### src/rtl/button_debouncer_if.sv
// Signal bundle between the debounce tick/button side and one button_debouncer instance.
// The master drives the tick and raw pin; the slave returns the debounced level and strobes.
interface button_debouncer_if;
    logic sample_tick;
    logic btn_raw;
    logic btn_level;
    logic btn_press;
    logic btn_release;

    modport master (
        output sample_tick,
        output btn_raw,
        input  btn_level,
        input  btn_press,
        input  btn_release
    );

    modport slave (
        input  sample_tick,
        input  btn_raw,
        output btn_level,
        output btn_press,
        output btn_release
    );
endinterface

### src/rtl/button_debouncer.sv
// Single push-button debouncer: 2-flop synchroniser, tick-sampled 4-state FSM,
// registered level plus one-cycle press/release strobes.
module button_debouncer #(
    parameter int STABLE_SAMPLES = 4,
    parameter int CNT_W          = 3,
    parameter bit ACTIVE_HIGH    = 1'b1
) (
    input logic               clk,
    input logic               rst_a_p,
    button_debouncer_if.slave bus
);

    typedef enum logic [1:0] {
        RELEASED    = 2'd0,
        PRESS_CHK   = 2'd1,
        PRESSED     = 2'd2,
        RELEASE_CHK = 2'd3
    } state_t;

    localparam logic             RAW_IDLE = ACTIVE_HIGH ? 1'b0 : 1'b1;
    // A check completes when the sample about to be counted is the last one needed.
    localparam logic [CNT_W-1:0] CNT_LAST = CNT_W'(STABLE_SAMPLES - 1);

    logic [1:0]       sync_q;
    logic             btn_s;
    state_t           state_q, state_d;
    logic [CNT_W-1:0] cnt_q, cnt_d;
    logic             level_q, level_d;
    logic             press_q, press_d;
    logic             release_q, release_d;

    // NOTE: sequential state uses non-blocking assignments so every flop samples pre-edge values.
    always_ff @(posedge clk or posedge rst_a_p) begin
        if (rst_a_p) begin
            sync_q <= {2{RAW_IDLE}};
        end else begin
            sync_q <= {sync_q[0], bus.btn_raw};
        end
    end

    assign btn_s = ACTIVE_HIGH ? sync_q[1] : ~sync_q[1];

    always_ff @(posedge clk or posedge rst_a_p) begin
        if (rst_a_p) begin
            state_q   <= RELEASED;
            cnt_q     <= '0;
            level_q   <= 1'b0;
            press_q   <= 1'b0;
            release_q <= 1'b0;
        end else begin
            state_q   <= state_d;
            cnt_q     <= cnt_d;
            level_q   <= level_d;
            press_q   <= press_d;
            release_q <= release_d;
        end
    end

    // NOTE: every output of this block is defaulted first so no path can infer a latch.
    always_comb begin
        state_d   = state_q;
        cnt_d     = cnt_q;
        level_d   = level_q;
        press_d   = 1'b0;
        release_d = 1'b0;

        case (state_q)
            RELEASED: begin
                if (bus.sample_tick && btn_s) begin
                    if (STABLE_SAMPLES == 1) begin
                        state_d = PRESSED;
                        level_d = 1'b1;
                        press_d = 1'b1;
                    end else begin
                        state_d = PRESS_CHK;
                        cnt_d   = CNT_W'(1);
                    end
                end
            end

            PRESS_CHK: begin
                if (bus.sample_tick) begin
                    if (!btn_s) begin
                        state_d = RELEASED;
                        cnt_d   = '0;
                    end else if (cnt_q == CNT_LAST) begin
                        state_d = PRESSED;
                        cnt_d   = '0;
                        level_d = 1'b1;
                        press_d = 1'b1;
                    end else begin
                        cnt_d = cnt_q + CNT_W'(1);
                    end
                end
            end

            PRESSED: begin
                if (bus.sample_tick && !btn_s) begin
                    if (STABLE_SAMPLES == 1) begin
                        state_d   = RELEASED;
                        level_d   = 1'b0;
                        release_d = 1'b1;
                    end else begin
                        state_d = RELEASE_CHK;
                        cnt_d   = CNT_W'(1);
                    end
                end
            end

            RELEASE_CHK: begin
                if (bus.sample_tick) begin
                    if (btn_s) begin
                        state_d = PRESSED;
                        cnt_d   = '0;
                    end else if (cnt_q == CNT_LAST) begin
                        state_d   = RELEASED;
                        cnt_d     = '0;
                        level_d   = 1'b0;
                        release_d = 1'b1;
                    end else begin
                        cnt_d = cnt_q + CNT_W'(1);
                    end
                end
            end

            default: begin
                state_d = RELEASED;
                cnt_d   = '0;
                level_d = 1'b0;
            end
        endcase
    end

    assign bus.btn_level   = level_q;
    assign bus.btn_press   = press_q;
    assign bus.btn_release = release_q;

endmodule

### src/flat_wrapper.sv
// flat-port wrapper written by rule: the top's interface ports become plain ports
module button_debouncer_flat 
#(
    parameter int STABLE_SAMPLES = 4,
    parameter int CNT_W          = 3,
    parameter bit ACTIVE_HIGH    = 1'b1
)
  (clk, rst_a_p, bus_sample_tick, bus_btn_raw, bus_btn_level, bus_btn_press, bus_btn_release);
  button_debouncer_if bus_i ();
  input logic clk;
  input logic rst_a_p;
  input wire logic [$bits(bus_i.sample_tick)-1:0] bus_sample_tick;
  input wire logic [$bits(bus_i.btn_raw)-1:0] bus_btn_raw;
  output wire logic [$bits(bus_i.btn_level)-1:0] bus_btn_level;
  output wire logic [$bits(bus_i.btn_press)-1:0] bus_btn_press;
  output wire logic [$bits(bus_i.btn_release)-1:0] bus_btn_release;
  assign bus_i.sample_tick = bus_sample_tick;
  assign bus_i.btn_raw = bus_btn_raw;
  assign bus_btn_level = bus_i.btn_level;
  assign bus_btn_press = bus_i.btn_press;
  assign bus_btn_release = bus_i.btn_release;
  button_debouncer #(.STABLE_SAMPLES(STABLE_SAMPLES), .CNT_W(CNT_W), .ACTIVE_HIGH(ACTIVE_HIGH)) u_core (.clk(clk), .rst_a_p(rst_a_p), .bus(bus_i));
endmodule
### config.mk
export PLATFORM = sky130hd
export DESIGN_NAME = button_debouncer_flat
export DESIGN_NICKNAME = d
export VERILOG_FILES = /design/src/rtl/button_debouncer_if.sv /design/src/rtl/button_debouncer.sv /design/src/flat_wrapper.sv
export SDC_FILE = /design/constraint.sdc
export NUM_CORES = 1
export LEC_CHECK = 0
export ABC_AREA = 1
export CAP_MARGIN = 25
export CORE_AREA = 2 2 39 41
export DETAILED_ROUTE_END_ITERATION = 16
export DIE_AREA = 0 0 41 43
export PLACE_DENSITY_LB_ADDON = 0.2
export SKIP_LAST_GASP = 1
export SYNTH_ARGS = -nofsm -noshare
export SYNTH_HDL_FRONTEND = slang
export SYNTH_SLANG_ARGS = --single-unit
export TNS_END_PERCENT = 50
### constraint.sdc
create_clock -name clk -period 1.45 [get_ports clk]
set_clock_uncertainty 0.1 [all_clocks]
set_input_delay 0.29 -clock clk [delete_from_list [all_inputs] [get_ports clk]]
set_output_delay 0.29 -clock clk [all_outputs]
set_load 0.02 [all_outputs]
# Yosys cells after proc, flatten, opt, wreduce, memory -nomap -nowiden
# Cells that the tools add are included.
# op_classes
n_addsub,1
n_eq_ne,14
muxes,31
reduce_logical,8
# ops
cell,n
3-bit 2-to-1 mux,7
2-bit 2-to-1 mux,8
1-bit 2-to-1 mux,13
3-bit one-hot mux with 4 select lines,1
2-bit by 1-bit != test with 1-bit output (second input constant),5
2-bit one-hot mux with 4 select lines,1
7-bit AND reduction,1
2-bit != test (second input constant),3
6-bit AND reduction,1
2-bit equality test (second input constant),2
4-bit AND reduction,1
3-bit by 1-bit adder with 3-bit output (second input constant),1
3-bit by 2-bit equality test with 1-bit output (second input constant),1
3-bit by 1-bit != test with 1-bit output (second input constant),1
3-bit != test (second input constant),1
2-bit by 1-bit equality test with 1-bit output (second input constant),1
1-bit logical AND,2
2-bit logical NOT,1
1-bit one-hot mux with 2 select lines,1
2-bit nonzero test,1
1-bit logical NOT,1
# totals
regBits,10
output_inout_bits,3

# Longest topological paths before layout
# Gate-level depths: netlist of run 1.
# depth
depth_word,5
ltp_mapped,7
mapped_depth_nobuf,7

# Worst setup path before layout of run 1
# Ideal clock, no wire load.
# synth_path
kind,register to register
from,register u_core.cnt_q[0]
to,register u_core.cnt_q[0]
setup_time_ps,69
arrival_ps,1010
slack_ps,271
stages_incl_launch_ff,7
synth_period_minus_slack_ps,1179
cell_sequence,dfrtp_1 -> ha_1 -> a21oi_1 -> nand2_2 -> nand2_2 -> nand2_2 -> nor2_2
# synth_via
elab_chain_cells,5
word_cells_on_any_way,8
classes_between,1 x add/sub; 1 x eq/ne; 6 x mux
# synth_rtl
item,line,rtl
"start, declared",button_debouncer.sv:27,"logic [CNT_W-1:0] cnt_q, cnt_d;"
"start signal, assigned",button_debouncer.sv:52,cnt_q <= cnt_d;
3-bit by 1-bit adder with 3-bit output / 3-bit by 2-bit equality test with 1-bit output (equally long branches),-,
3-bit 2-to-1 mux *,"button_debouncer.sv:86, button_debouncer.sv:115",
"3-bit 2-to-1 mux, on equally long branches","button_debouncer.sv:112, button_debouncer.sv:83",
"3-bit 2-to-1 mux, on equally long branches","button_debouncer.sv:111, button_debouncer.sv:82",
3-bit one-hot mux with 4 select lines *,button_debouncer.sv:67,case (state_q)
# Mark *: on every way between the ends. The rest lies on a longest branch, timed or not. The select of a mux whose other input is x is not followed.
# A chain may end at the register's enable or synchronous reset.

# Final worst setup path of run 1
# layout_path
from,register u_core.release_q (netlist: u_core.bus.btn_release)
to,output port bus_btn_release
# layout_lines
item,line,rtl
"start, declared",button_debouncer.sv:30,"logic release_q, release_d;"
"start signal, assigned",button_debouncer.sv:55,release_q <= release_d;
"end, declared",flat_wrapper.sv:16,output wire logic [$bits(bus_i.btn_release)-1:0] bus_btn_release;
# No word-level cell between the ends.

==> impl_metrics.csv, run 1 <==
group,metric,value,unit
clock_tree,clock_tree.buffer_depth,2,
job,maxCapViolations,0,
floorplan,dieWidth,41,microns
synth,avgSynthCellArea,8.831,sq um
synth,synth_area_leader_cell,"dfrtp_1",
drt,drt-wirelength-per-cell,9.575,microns
clock_tree,cts_sinks,10,
clock_tree,htreeDepth,1,
synth,synth_nets,57,
final_layout,fin_nets,71,
critical_path,cp_slowest_stage_delay,0.59,ns
floorplan,start_util,33.18,%
floorplan,core,0.001384,sq mm
critical_path,critical_path_class,"register to output port",
global_routing,overflow,0,
global_routing,antenna_found_initial,0,
outcome,status,"finished, violations left",
timing,finalCritPeriodShare,107.1,%
drt,ant_nets,0,
floorplan,die_area,0.001763,sq mm
synth,syn_area,459.2,sq um
drt,drc,0,
placed_design,gp_congestion,0.7684,
outcome,violations,"negative setup slack",
drt,finalWirelength,766,microns
drt,firstDrtPassIters,3,
timing,hold_viol_final,0,
critical_path,cp_top_family,"buffers and inverters",
placed_design,post-place-ws,0.008774,ns
synth,yosysUniqueCellTypes,14,
clock_tree,clk_pin_slew_worst_paths,0.06,ns
clock_tree,clkLatencyLatePin,0.26,ns
synth,async_flop_share,100.0,%
floorplan,io_pins,7,
timing,finalCriticalPeriod,1.554,ns
final_layout,fill_cells,145,
critical_path,critPathLaunchType,"register",
placed_design,io_buffers,6,
floorplan,rows,14,
power_and_ir_drop,power,0.0009568,W
synth,ys_ff_latch,10,
clock_tree,cts_tree,"built",
synth,synth_edf_count,0,
final_layout,area_delta_synth_final,27.52,%
placed_design,dp_hpwl,608.7,microns
power_and_ir_drop,powerDensity,1634,mW/mm^2
critical_path,critical_path_required,1.06,ns
timing,setup_viol,1,
drt,via_count,362,
synth,syn_inst,52,
drt,first_iter_violations,2,
global_routing,grt_first_pass_wirelength,1373,microns
critical_path,path_buf_inv,1,
critical_path,cp-end-kind,"output port",
global_routing,grt_start_max_net_pins,11,
synth,yosysWarnings,0,
synth,yosysTopAreaCellShare,54.50,%
timing,tightest_slew,0.3864,ns
drt,via_per_inst,4.525,
final_layout,layout-drive-gt1-share,26.56,%
synth,synth_area_leaders,"dfrtp_1, nand2_1, nand2_2, inv_1, nand3_1",
clock_tree,cts_buffers,3,
floorplan,die_y,43,microns
synth,ys.flop_type,"dfrtp_1",
timing,slew_headroom,74.21,%
power_and_ir_drop,leakage,0.3328,nW
synth,synth_commonest_cells,"nand2_1, dfrtp_1, inv_1, nand2_2, nor2_1",
critical_path,crit_chain,"clkdlybuf4s50_1",
synth,synth_most_common_cell,"nand2_1",
critical_path,worstPathMaxFanout,1,
timing,finalWorstSetupSlack,-0.1035,ns
synth,seq_area_frac_synth,54.50,%
power_and_ir_drop,vdd_ir_drop_max,0.6222,mV
clock_tree,cts_setup_buffers,0,
hold_path,min_path_type,"input pin to async pin",
global_routing,grt_usage,12.11,%
timing,rsz0062_at_grt,"true",
global_routing,grt_pass1_vias,337,
critical_path,critPathSlowestCell,"clkdlybuf4s50_1",
clock_tree,root_buffer,"clkbuf_4",
final_layout,n_antenna_cell,0,
timing,fmax,0.6437,GHz
timing,drv_slew,0,
critical_path,cp.arrival,1.16,ns
## cells in the final DEF, fill, tap and decap left out, types with 2 or more instances in the layout
master,synthesis,final
dfrtp_1,10,10
nand2_2,6,6
clkdlybuf4s50_1,0,4
inv_1,7,7
buf_4,0,3
nand3_1,3,3
clkbuf_4,0,3
inv_2,2,2
a21oi_1,2,2
nor2_1,4,4
nand2_1,12,12
## metrics by stage
step | std cells | hold slack (ns) | setup TNS (ns) | util [%] | cell area [sq um]
finish | 80 | 0.2017 | -0.1035 | 42.31 | 585.6
CTS | 80 | 0.2134 | -0.2555 | 42.13 | 583.1
global route | 80 | 0.2437 | -0.1561 | 42.31 | 585.6
floorplan | 52 | 0.03018 | 0 | - | 459.2
detailed placement | 77 | 0.2364 | 0 | 40.60 | 561.8
global placement | 77 | 0.2328 | 0 | 40.60 | 561.8
## worst paths after layout
path                                                        to  depth (start not counted)  slack, ns                        startpoint
worst min-delay path            u_core.bus.btn_press$_DFF_PP0_                          2       0.20                           rst_a_p
worst max-delay path                           bus_btn_release                          1      -0.10  u_core.bus.btn_release$_DFF_PP0_
max in group asynchronous          u_core.cnt_q[2]$_DFFE_PP0P_                          2       0.77                           rst_a_p
worst min register to register      u_core.sync_q[1]$_DFF_PP0_                          0       0.26        u_core.sync_q[0]$_DFF_PP0_
min in group clk                    u_core.sync_q[1]$_DFF_PP0_                          0       0.26        u_core.sync_q[0]$_DFF_PP0_
worst max register to register     u_core.cnt_q[1]$_DFFE_PP0P_                          6       0.17       u_core.cnt_q[0]$_DFFE_PP0P_
## flip-flops by register name, indices dropped and copies added (netlist names), named ones only
name                    cells
u_core.cnt_q                3
u_core.sync_q               2
u_core.bus.btn_level        1
u_core.bus.btn_press        1
u_core.bus.btn_release      1
u_core.state_q              1
## cells by family (layout without fill, tap and decap cells)
group	count (synthesis)	after routing	share of synthesized area, %
fa+ha+maj	1	1	2.724
simple gates	28	28	30.52
buf+inv	9	21	7.359
compound gates	4	4	4.904
flops	10	10	54.50
## report_power, final
part | internal (W) | switching (W)
clock | 0.0000957 | 0.0000908
sequential | 0.000349 | 0.0000525
combinational | 0.000152 | 0.000218
total | 0.000596 | 0.000361
## what timing repair did
item,CTS,global route
setup endpoints to repair,3,2
hold buffers,0,0
gates resized for setup,1,1
## final cells by class
cell class | instances | area (sq um) | area share [%]
inverter | 9 | 33.78 | 5.769
multi-input combinational | 33 | 175.2 | 29.91
tap | 16 | 20.02 | 3.419
timing repair buffer | 9 | 83.83 | 14.32
clock buffer | 3 | 22.52 | 3.846
sequential | 10 | 250.2 | 42.74
## per-layer routing
layer / track usage [%] / wire [microns] / up-vias
met5: 0 / 0 / -
met4: 8.000 / 21 / 0
met3: 4.712 / 35 / 4
met2: 17.19 / 349 / 6
met1: 14.43 / 360 / 165
li1: - / - / 187
No activity file was read; power rests on OpenSTA's default activity.
==> run 2: changes to the inputs <==
MAX_ROUTING_LAYER = met4   (was not set)
==> impl_metrics.csv, run 2 (synthesis gave the netlist of run 1 again) <==
group,metric,value,unit
outcome,status,"finished, violations left",
outcome,violations,"negative setup slack",
placed_design,dp_hpwl,608.7,microns
timing,slew_headroom,74.21,%
placed_design,dpl-instance-area,561.8,sq um
clock_tree,clkLatencyLatePin,0.26,ns
global_routing,antenna_found_initial,0,
clock_tree,cts_buffers,3,
hold_path,min_path_type,"input pin to async pin",
clock_tree,cts_tree,"built",
critical_path,regToRegSetupSlack,0.17,ns
clock_tree,cts_sinks,10,
floorplan,io_pins,7,
power_and_ir_drop,p_int,0.0005960,W
placed_design,io_buffers,6,
final_layout,fin_nets,71,
timing,hold_viol_final,0,
timing,drv_slew,0,
global_routing,grt_first_pass_wirelength,1373,microns
critical_path,worstPathMaxFanout,1,
critical_path,r2r_cells,6,
critical_path,critPathLaunchType,"register",
final_layout,layout_commonest_cell,"nand2_1",
global_routing,grt_start_max_net_pins,11,
global_routing,overflow,0,
placed_design,gp_congestion,0.7786,
power_and_ir_drop,leakage,0.3328,nW
timing,rsz0062_at_grt,"true",
critical_path,path_buf_inv,1,
critical_path,crit_chain,"clkdlybuf4s50_1",
floorplan,rows,14,
power_and_ir_drop,clkPwrFrac,19.5,%
floorplan,die_area,0.001763,sq mm
clock_tree,clock_tree.buffer_depth,2,
final_layout,reg_top3,"u_core.cnt_q (3), u_core.sync_q (2)",
power_and_ir_drop,vdd_ir_drop_max,0.6228,mV
drt,first_iter_violations,1,
critical_path,critPathSlowestCell,"clkdlybuf4s50_1",
power_and_ir_drop,power_frac_comb,38.6,%
timing,finalCritPeriodShare,107.1,%
final_layout,n_antenna_cell,0,
final_layout,area_delta_synth_final,27.52,%
timing,setup_viol,1,
critical_path,cp_top_family,"buffers and inverters",
timing,finalCriticalPeriod,1.553,ns
floorplan,start_util,33.18,%
drt,drt-wirelength-per-cell,9.538,microns
timing,tightest_slew,0.3864,ns
floorplan,die_y,43,microns
critical_path,cp-end-kind,"output port",
critical_path,critical_path_required,1.06,ns
power_and_ir_drop,seqPwrFrac,41.9,%
global_routing,grt_pass1_vias,339,
drt,via_per_inst,4.525,
power_and_ir_drop,swShare,37.75,%
power_and_ir_drop,power,0.0009573,W
final_layout,final_cell_mix,"nand2_1, dfrtp_1, inv_1",
power_and_ir_drop,powerDensity,1635,mW/mm^2
timing,fmax,0.6437,GHz
clock_tree,cts_setup_buffers,0,
critical_path,cp_slowest_stage_delay,0.59,ns
power_and_ir_drop,p_switching,0.0003614,W
timing,finalWorstSetupSlack,-0.1034,ns
timing,setup_tns,-0.1034,ns
clock_tree,clk_pin_slew_worst_paths,0.06,ns
clock_tree,holdBufCountCts,0,
critical_path,critical_path_class,"register to output port",
drt,ant_nets,0,
floorplan,dieWidth,41,microns
final_layout,layout-drive-gt1-share,26.56,%
clock_tree,htreeDepth,1,
floorplan,core,0.001384,sq mm
timing,timing.hold.ws,0.2015,ns
final_layout,final_cell_area,585.6,sq um
global_routing,grt_usage,12.41,%
drt,via_count,362,
final_layout,largest_reg_flops,3,
critical_path,r2r-start,"u_core.cnt_q[0]$_DFFE_PP0P_",
drt,finalWirelength,763,microns
drt,firstDrtPassIters,3,
job,maxCapViolations,0,
critical_path,rr_endpoint,"u_core.cnt_q[1]$_DFFE_PP0P_",
drt,drc,0,
clock_tree,root_buffer,"clkbuf_4",
critical_path,cp.arrival,1.16,ns
final_layout,largest_register,"u_core.cnt_q",
-- run 2: area by class of cell --
| type | count | area [sq um] |
|---|---|---|
| Tap cell | 16 | 20.02 |
| Multi-Input combinational cell | 33 | 175.2 |
| Clock buffer | 3 | 22.52 |
| Inverter | 9 | 33.78 |
| Timing Repair Buffer | 9 | 83.83 |
| Sequential cell | 10 | 250.2 |
| Fill cell | 145 | 798.3 |
-- run 2: power by group through the flow --
stage / logic, W / clock network [W] / registers, W
finish: 0.000369 / 0.000187 / 0.000401
global route: 0.000425 / 0.000208 / 0.000411
CTS: 0.000377 / 0.000196 / 0.000402
detailed placement: 0.000384 / 0 / 0.000408
global placement: 0.000380 / 0 / 0.000406
floorplan: 0.000260 / 0 / 0.000415
-- run 2: worst max path at each step --
stage,start,end,cells after the start,slack [ns]
floorplan,u_core.cnt_q[0]$_DFFE_PP0P_,u_core.cnt_q[0]$_DFFE_PP0P_,6,0.27
global placement,bus_sample_tick,u_core.bus.btn_level$_DFFE_PP0P_,6,0.02
detailed placement,bus_sample_tick,u_core.bus.btn_level$_DFFE_PP0P_,6,0.009
CTS,u_core.bus.btn_press$_DFF_PP0_,bus_btn_press,1,-0.14
global route,u_core.bus.btn_release$_DFF_PP0_,bus_btn_release,1,-0.16
finish,u_core.bus.btn_release$_DFF_PP0_,bus_btn_release,1,-0.10
-- run 2: per-layer routing --
layer	wire, microns	global-route usage (%)
met5	0	-
met4	21	8.000
met3	35	4.712
met2	349	17.19
met1	357	14.43
-- run 2: worst register-to-register path: stages, from the launching register on --
cell and delay (ns):
dfrtp_1 0.39, ha_1 0.24, a21oi_1 0.18, nand2_2 0.10, nor2_1 0.10, nand2_1 0.06
nand2_1 0.05
-- run 2: repair_timing --
| action | in CTS | in global routing |
|---|---|---|
| endpoints found under the setup margin | 3 | 2 |
| resized for setup | 1 | 1 |
| gates cloned | 0 | 0 |
-- run 2: per-stage QoR --
stage / utilization (%) / worst slack (ns) / instances
after floorplan: - / 0.2714 / 52
after global placement: 40.60 / 0.01629 / 77
after global routing: 42.31 / -0.1561 / 80
final: 42.31 / -0.1034 / 80
after CTS: 42.13 / -0.1405 / 80
after detailed placement: 40.60 / 0.008774 / 77
